[src/rtl/bcd_time_display_scan.sv]
// rtl/bcd_time_display_scan.sv - multiplexed 6-digit seven-segment scanner for a BCD hh:mm:ss clock
//
// Purpose:
//    Takes a coherent snapshot of the six BCD time digits once per scan
//    frame and drives a common-anode, time-multiplexed 6-digit display.
//    Each digit slot lasts SCAN_DIV cycles. The first BLANK_CYC cycles of
//    every slot keep all anodes off so the previous digit's segments do not
//    ghost onto the next one. Digits above 9 are shown as a dash. With LZB
//    set, a leading hour zero is blanked. Separator points after the hours
//    and minutes blink with bit 0 of the seconds units.
//
// Parameters:
//    SCAN_DIV   clock cycles per digit slot (>= 2)
//    BLANK_CYC  leading cycles of each slot with all anodes off (< SCAN_DIV)
//    LZB        1 = blank ms_hr when it is 0
//
// Ports:
//    clk          system clock, all state on the rising edge
//    reset        synchronous, active-high reset
//    enable       1 = scan runs, 0 = hold all state and blank the display
//    ms_hr..ls_sec  BCD time digits from the clock counter
//    an           digit anodes, active-low, bit k = digit k
//                 (0=ls_sec, 1=ms_sec, 2=ls_min, 3=ms_min, 4=ls_hr, 5=ms_hr)
//    seg          segments {g,f,e,d,c,b,a}, active-low
//    dp           decimal point, active-low
//    frame_start  one-cycle pulse in the cycle after the snapshot loads

module bcd_time_display_scan #(
   parameter int SCAN_DIV  = 1000,
   parameter int BLANK_CYC = 2,
   parameter int LZB       = 1
) (
   input  logic       clk,
   input  logic       reset,
   input  logic       enable,
   input  logic [3:0] ms_hr,
   input  logic [3:0] ls_hr,
   input  logic [3:0] ms_min,
   input  logic [3:0] ls_min,
   input  logic [3:0] ms_sec,
   input  logic [3:0] ls_sec,
   output logic [5:0] an,
   output logic [6:0] seg,
   output logic       dp,
   output logic       frame_start
);

   // ------------------------------------------------------------------
   // Constants
   // ------------------------------------------------------------------
   localparam int PW = (SCAN_DIV > 2) ? $clog2(SCAN_DIV) : 1;

   localparam logic [PW-1:0] PRESC_LAST  = PW'(SCAN_DIV - 1);
   localparam logic [PW-1:0] PRESC_BLANK = PW'(BLANK_CYC);

   localparam logic [2:0] IDX_LAST   = 3'd5;
   localparam logic [2:0] IDX_LS_MIN = 3'd2;
   localparam logic [2:0] IDX_LS_HR  = 3'd4;
   localparam logic [2:0] IDX_MS_HR  = 3'd5;

   localparam logic [5:0] AN_OFF   = 6'b111111;
   localparam logic [6:0] SEG_OFF  = 7'h7F;
   localparam logic [6:0] SEG_DASH = 7'h3F;

   // Active-low segment patterns, {g,f,e,d,c,b,a}
   localparam logic [6:0] SEG_0 = 7'h40;
   localparam logic [6:0] SEG_1 = 7'h79;
   localparam logic [6:0] SEG_2 = 7'h24;
   localparam logic [6:0] SEG_3 = 7'h30;
   localparam logic [6:0] SEG_4 = 7'h19;
   localparam logic [6:0] SEG_5 = 7'h12;
   localparam logic [6:0] SEG_6 = 7'h02;
   localparam logic [6:0] SEG_7 = 7'h78;
   localparam logic [6:0] SEG_8 = 7'h00;
   localparam logic [6:0] SEG_9 = 7'h10;

   // ------------------------------------------------------------------
   // State
   // ------------------------------------------------------------------
   logic [PW-1:0] presc_q, presc_d;
   logic [2:0]    idx_q, idx_d;
   logic [23:0]   snap_q, snap_d;          // digit k lives in [4k+3:4k]
   logic          load_pending_q, load_pending_d;
   logic [5:0]    an_q, an_d;
   logic [6:0]    seg_q, seg_d;
   logic          dp_q, dp_d;
   logic          frame_start_q, frame_start_d;

   // ------------------------------------------------------------------
   // Scan timing and snapshot control
   // ------------------------------------------------------------------
   logic presc_term;
   logic frame_wrap;
   logic snap_load;

   always_comb begin
      presc_term     = (presc_q == PRESC_LAST);
      frame_wrap     = presc_term && (idx_q == IDX_LAST);
      // The very first enabled cycle after reset loads too, so the display
      // never shows the all-zero reset snapshot for a whole frame.
      snap_load      = enable && (load_pending_q || frame_wrap);

      presc_d        = presc_q;
      idx_d          = idx_q;
      load_pending_d = load_pending_q;

      if (enable) begin
         load_pending_d = 1'b0;
         if (presc_term) begin
            presc_d = '0;
            idx_d   = (idx_q == IDX_LAST) ? 3'd0 : idx_q + 3'd1;
         end else begin
            presc_d = presc_q + 1'b1;
         end
      end

      snap_d        = snap_load ? {ms_hr, ls_hr, ms_min, ls_min, ms_sec, ls_sec}
                                : snap_q;
      frame_start_d = snap_load;
   end

   // ------------------------------------------------------------------
   // Digit select and segment decode
   // ------------------------------------------------------------------
   logic [3:0] cur_digit;
   logic [6:0] cur_pattern;
   logic       slot_blank;
   logic       lead_zero;
   logic       sep_slot;

   always_comb begin
      cur_digit = 4'h0;
      case (idx_q)
         3'd0:    cur_digit = snap_q[3:0];
         3'd1:    cur_digit = snap_q[7:4];
         3'd2:    cur_digit = snap_q[11:8];
         3'd3:    cur_digit = snap_q[15:12];
         3'd4:    cur_digit = snap_q[19:16];
         3'd5:    cur_digit = snap_q[23:20];
         default: cur_digit = 4'h0;
      endcase

      cur_pattern = SEG_DASH;
      case (cur_digit)
         4'd0:    cur_pattern = SEG_0;
         4'd1:    cur_pattern = SEG_1;
         4'd2:    cur_pattern = SEG_2;
         4'd3:    cur_pattern = SEG_3;
         4'd4:    cur_pattern = SEG_4;
         4'd5:    cur_pattern = SEG_5;
         4'd6:    cur_pattern = SEG_6;
         4'd7:    cur_pattern = SEG_7;
         4'd8:    cur_pattern = SEG_8;
         4'd9:    cur_pattern = SEG_9;
         default: cur_pattern = SEG_DASH;
      endcase
   end

   // ------------------------------------------------------------------
   // Registered output drive, computed from the current state so the pins
   // trail the scan state by one cycle.
   // ------------------------------------------------------------------
   always_comb begin
      // Index values above 5 cannot occur, but treat them as blank so the
      // anodes and segments always agree.
      slot_blank = !enable || (presc_q < PRESC_BLANK) || (idx_q > IDX_LAST);
      lead_zero  = (LZB != 0) && (idx_q == IDX_MS_HR) && (snap_q[23:20] == 4'h0);
      sep_slot   = (idx_q == IDX_LS_MIN) || (idx_q == IDX_LS_HR);

      an_d  = AN_OFF;
      seg_d = SEG_OFF;
      dp_d  = 1'b1;

      if (!slot_blank) begin
         an_d  = ~(6'b000001 << idx_q);
         seg_d = lead_zero ? SEG_OFF : cur_pattern;
         // Separators light on even seconds, so they blink at half rate.
         dp_d  = !(sep_slot && !snap_q[0]);
      end
   end

   // ------------------------------------------------------------------
   // Flops
   // ------------------------------------------------------------------
   always_ff @(posedge clk) begin
      if (reset) begin
         presc_q        <= '0;
         idx_q          <= 3'd0;
         snap_q         <= '0;
         load_pending_q <= 1'b1;
         an_q           <= AN_OFF;
         seg_q          <= SEG_OFF;
         dp_q           <= 1'b1;
         frame_start_q  <= 1'b0;
      end else begin
         presc_q        <= presc_d;
         idx_q          <= idx_d;
         snap_q         <= snap_d;
         load_pending_q <= load_pending_d;
         an_q           <= an_d;
         seg_q          <= seg_d;
         dp_q           <= dp_d;
         frame_start_q  <= frame_start_d;
      end
   end

   assign an          = an_q;
   assign seg         = seg_q;
   assign dp          = dp_q;
   assign frame_start = frame_start_q;

endmodule
[config.mk]
export PLATFORM = sky130hd
export DESIGN_NAME = bcd_time_display_scan
export DESIGN_NICKNAME = d
export VERILOG_FILES = /design/src/rtl/bcd_time_display_scan.sv
export SDC_FILE = /design/constraint.sdc
export NUM_CORES = 1
export LEC_CHECK = 0
export BUFFER_PORTS_ARGS = -buffer_cell sky130_fd_sc_hd__buf_2
export CAP_MARGIN = 0
export CORE_UTILIZATION = 27
export CTS_BUF_LIST = sky130_fd_sc_hd__clkbuf_4 sky130_fd_sc_hd__clkbuf_8 sky130_fd_sc_hd__clkbuf_16
export CTS_CLUSTER_SIZE = 12
export DETAILED_ROUTE_END_ITERATION = 10
export GPL_TIMING_DRIVEN = 1
export PLACE_DENSITY_LB_ADDON = 0.08
export REMOVE_ABC_BUFFERS = 1
export SLEW_MARGIN = 20
export SYNTH_ARGS = -nofsm -noshare
export SYNTH_HDL_FRONTEND = slang
export SYNTH_SLANG_ARGS = --single-unit
export TNS_END_PERCENT = 100
[constraint.sdc]
create_clock -name clk -period 3.2 [get_ports clk]
set_input_delay 0.16 -clock clk [delete_from_list [all_inputs] [get_ports clk]]
set_output_delay 0.16 -clock clk [all_outputs]
set_load 0.01 [all_outputs]
==> summary.md <==
### Clocking
• **Clock Latency Late Sink** 310 ps
• **number of H-tree branching levels** 2
• **CTS Hold Buffers Added** 0
• **number of buffers created by CTS** 5
• **count of clock tree sinks** 53
• **number of buffers on the longest clock path** 2
• **Clock Pin Slew Worst Setup and Hold Paths** 110 ps
• **TritonCTS clock tree** done
• **total setup buffers inserted after CTS** 0
• **clock root cell** sky130_fd_sc_hd__clkbuf_8
• **quantity of gates resized following cts** 0

### Worst setup path
• **category of the worst setup path launch point** register
• **Critical Path AT** 2840 ps
• **reg-to-reg critical path startpoint** idx_q[2]
• **required time of the worst setup path** 3380 ps
• **Worst path most repeated cell** sky130_fd_sc_hd__ha_1
• **critical path, cell by cell** inv_1, ha_1, a221oi_1, nor2_1, ha_1, a21boi_0, a211oi_1, o21ai_0
• **critical path type** reg -> reg
• **crit-path max cell delay** 620 ps
• **CP Capture Type** register
• **Worst setup startpoint** idx_q[2]
• **master of the slowest instance on the critical path** sky130_fd_sc_hd__a221oi_1
• **largest driver fanout on the critical path** 13

### Synthesis
• **Synth async-reset ratio** 0%
• **EDFF count, synth** 0
• **most frequent cells after synthesis** 63 x sky130_fd_sc_hd__nand2_1, 53 x sky130_fd_sc_hd__dfxtp_1, 28 x sky130_fd_sc_hd__a21oi_1, 22 x sky130_fd_sc_hd__nor2_1
• **cell with the most instances after synthesis** sky130_fd_sc_hd__nand2_1
• **Post-Synthesis Cells** 275
• **number of library cell types mapped by synthesis** 54
• **top cell type's share of synthesized area** 43.4%
• **top cell type by total area after synthesis** sky130_fd_sc_hd__dfxtp_1
• **Seq/Total Area, Yosys** 43.4%
• **FF+latch count, synth** 53
• **primary flip-flop cell chosen by synthesis mapping** sky130_fd_sc_hd__dfxtp_1
• **Synth Warn #** 0
• **synthesized area** 2450 um^2
• **Syn Area/Cell** 8.90 um^2
• **biggest area contributors in the synthesized netlist** sky130_fd_sc_hd__dfxtp_1 43%, sky130_fd_sc_hd__nand2_1 9.7%, sky130_fd_sc_hd__a21oi_1 5.7%, sky130_fd_sc_hd__ha_1 3.6%, sky130_fd_sc_hd__nor2_1 3.4%

### Timing
• **Slew headroom** 54.6%
• **final critical path time including I/O delays and setup** 2660 ps
• **worst setup skew after layout** 13.1 ps
• **max frequency** 376 MHz
• **Final Hold Vio Count** 0
• **total negative slack for setup checks** 0 ps
• **fraction of the cycle the final worst path needs** 83.1%
• **final worst slack** 542 ps
• **RSZ-0062 raised after global routing** no
• **slew of the pin with the lowest slew margin** 681 ps
• **number of endpoints failing setup at the final stage** 0
• **Final Slew Violations** 0

### Die
• **number of top-level pins** 42
• **area of the core** 8760 um^2
• **effective utilization at floorplan** 27.9%
• **die height** 97.2 um
• **die boundary width** 97.2 um
• **floorplan row count** 34
• **full die area** 9450 um^2

### Power and ir drop
• **power density over cell area** 442 nW/um^2
• **total power** 1210 uW
• **leakage dissipation** 0.00107 uW
• **Worst IR Drop VDD** 0.000150 V

### Worst hold path
• **hold crit path type** in -> reg
• **launch point of the worst hold path** ms_min[3]

### Global routing
• **number of global-route vias before repair** 1,853
• **GR Util All Layers** 12.3%
• **sum of overflow across all layers after global routing** 0
• **pin count of the biggest net entering global routing** 34
• **global-route wire length before repair** 9330 um
• **antenna violations before repair** 0

### Routing
• **total vias in the final route** 1,888
• **number of violations reported at the end of detailed-routing iteration 0** 46
• **detailed-router iteration count before antenna repair** 4
• **number of nets with antenna violations after routing** 0
• **post-detailed-route wirelength per cell** 13.2 um
• **number of design rule violations left after detail routing** 0
• **DRT Wirelength** 5450 um
• **Via-to-Cell Ratio** 4.56

### Layout
• **antenna diode count** 0
• **synthesis-to-finish area growth** 11.6%
• **share of layout cells above drive strength 1** 21.2%
• **filler-free cell count of the finished design** 414
• **layout filler cell count** 984
• **Finished Core Util** 31.2%
• **post-layout net count** 339

### Placement
• **GPL Wtd Cong** 0.726
• **dpl cells** 406
• **sum of net half-perimeters after detailed placement** 3820 um
• **worst setup timing slack at the placement stage** 615 ps
• **count of input and output buffers** 41

### Flow run
• **max-capacitance violation count** 0

### Outcome
• **result of the run** complete, no violations

==> state kept, by name, summed over array words and instances, names as in the netlist <==
| register | count |
|---|---|
| idx_q | 3 |
| snap_q | 24 |
| seg | 7 |
| presc_q | 10 |
| an | 6 |
| frame_start | 1 |
| load_pending_q | 1 |
| dp | 1 |
==> where the power goes <==
| group | total, uW | internal, uW | switching, uW |
|---|---|---|---|
| combinational | 118 | 50.9 | 66.9 |
| clock | 391 | 156 | 235 |
| sequential | 698 | 683 | 15.1 |
| total | 1210 | 890 | 317 |
==> per-stage QoR <==
step / cell area, um^2 / hold WS, ps
floorplan: 2300 / 229
CTS: 2730 / 65.3
finish: 2730 / 76.5
global route: 2730 / 69.5
detailed placement: 2640 / 409
global placement: 2640 / 407
==> final timing paths <==
| path | end | slack (ps) | depth (start not counted) |
|---|---|---|---|
| max | seg[6] | 540 | 8 |
| min | snap_q[15] | 80 | 3 |
| max reg2reg | seg[6] | 540 | 8 |
| min reg2reg | snap_q[17] | 460 | 2 |
==> worst max-delay path, delay by kind of cell, from the launching register on <==
kind | cells | cell delay, ps
adder cells (fa/ha/maj) | 2 | 550
buffers and inverters | 1 | 160
flip-flops | 1 | 610
AO/OA/AOI/OAI | 4 | 1060
AND/OR/NAND/NOR | 1 | 160
==> layout make-up <==
cell class                      instances  area [um^2]  share of cell area, %
Tap cell                              108          135                   4.95
Clock inverter                          3         21.3                  0.779
Sequential cell                        53         1060                   38.9
Timing Repair Buffer                   41          205                   7.52
Clock buffer                            5         68.8                   2.52
Multi-Input combinational cell        197         1210                   44.4
Inverter                                7         26.3                  0.962
==> cells by family after synthesis <==
logic type                 share of synthesized area [%]
adders and majority gates                           3.58
AOI/OAI and AO/OA                                   15.2
xor gates and xnor gates                            3.58
buffers and inverters                               7.11
and+or+nand+nor                                     22.3
DFF                                                 43.4
muxes                                               4.86
==> per-layer routing <==
| metal | part of all wire, % | vias to the layer above | track usage, % |
|---|---|---|---|
| li1 | - | 991 | - |
| met5 | 0 | - | 0 |
| met3 | 3.6 | 4 | 2.52 |
| met2 | 44 | 36 | 19.3 |
| met1 | 52 | 857 | 17.0 |
| met4 | 0.92 | 0 | 3.10 |
==> placed cells by master (no fill, tap or decap), drive strengths merged, types with 2 or more instances in the layout <==
cell type  instances
xor2               5
a221oi             2
clkbuf             5
mux4               2
nand3b             2
and2               5
nand4              3
or2b               2
nor4               2
nor3               3
or3                2
nand3              4
and3               4
buf               41
a21o               4
o211ai             2
and4               2
o21ai              3
nand2             63
nor2              22
mux2i              7
dfxtp             53
a21oi             30
ha                 7
inv                8
xnor2              5
a2bb2oi            2
Note: power is estimated with default switching activity, not from simulation.
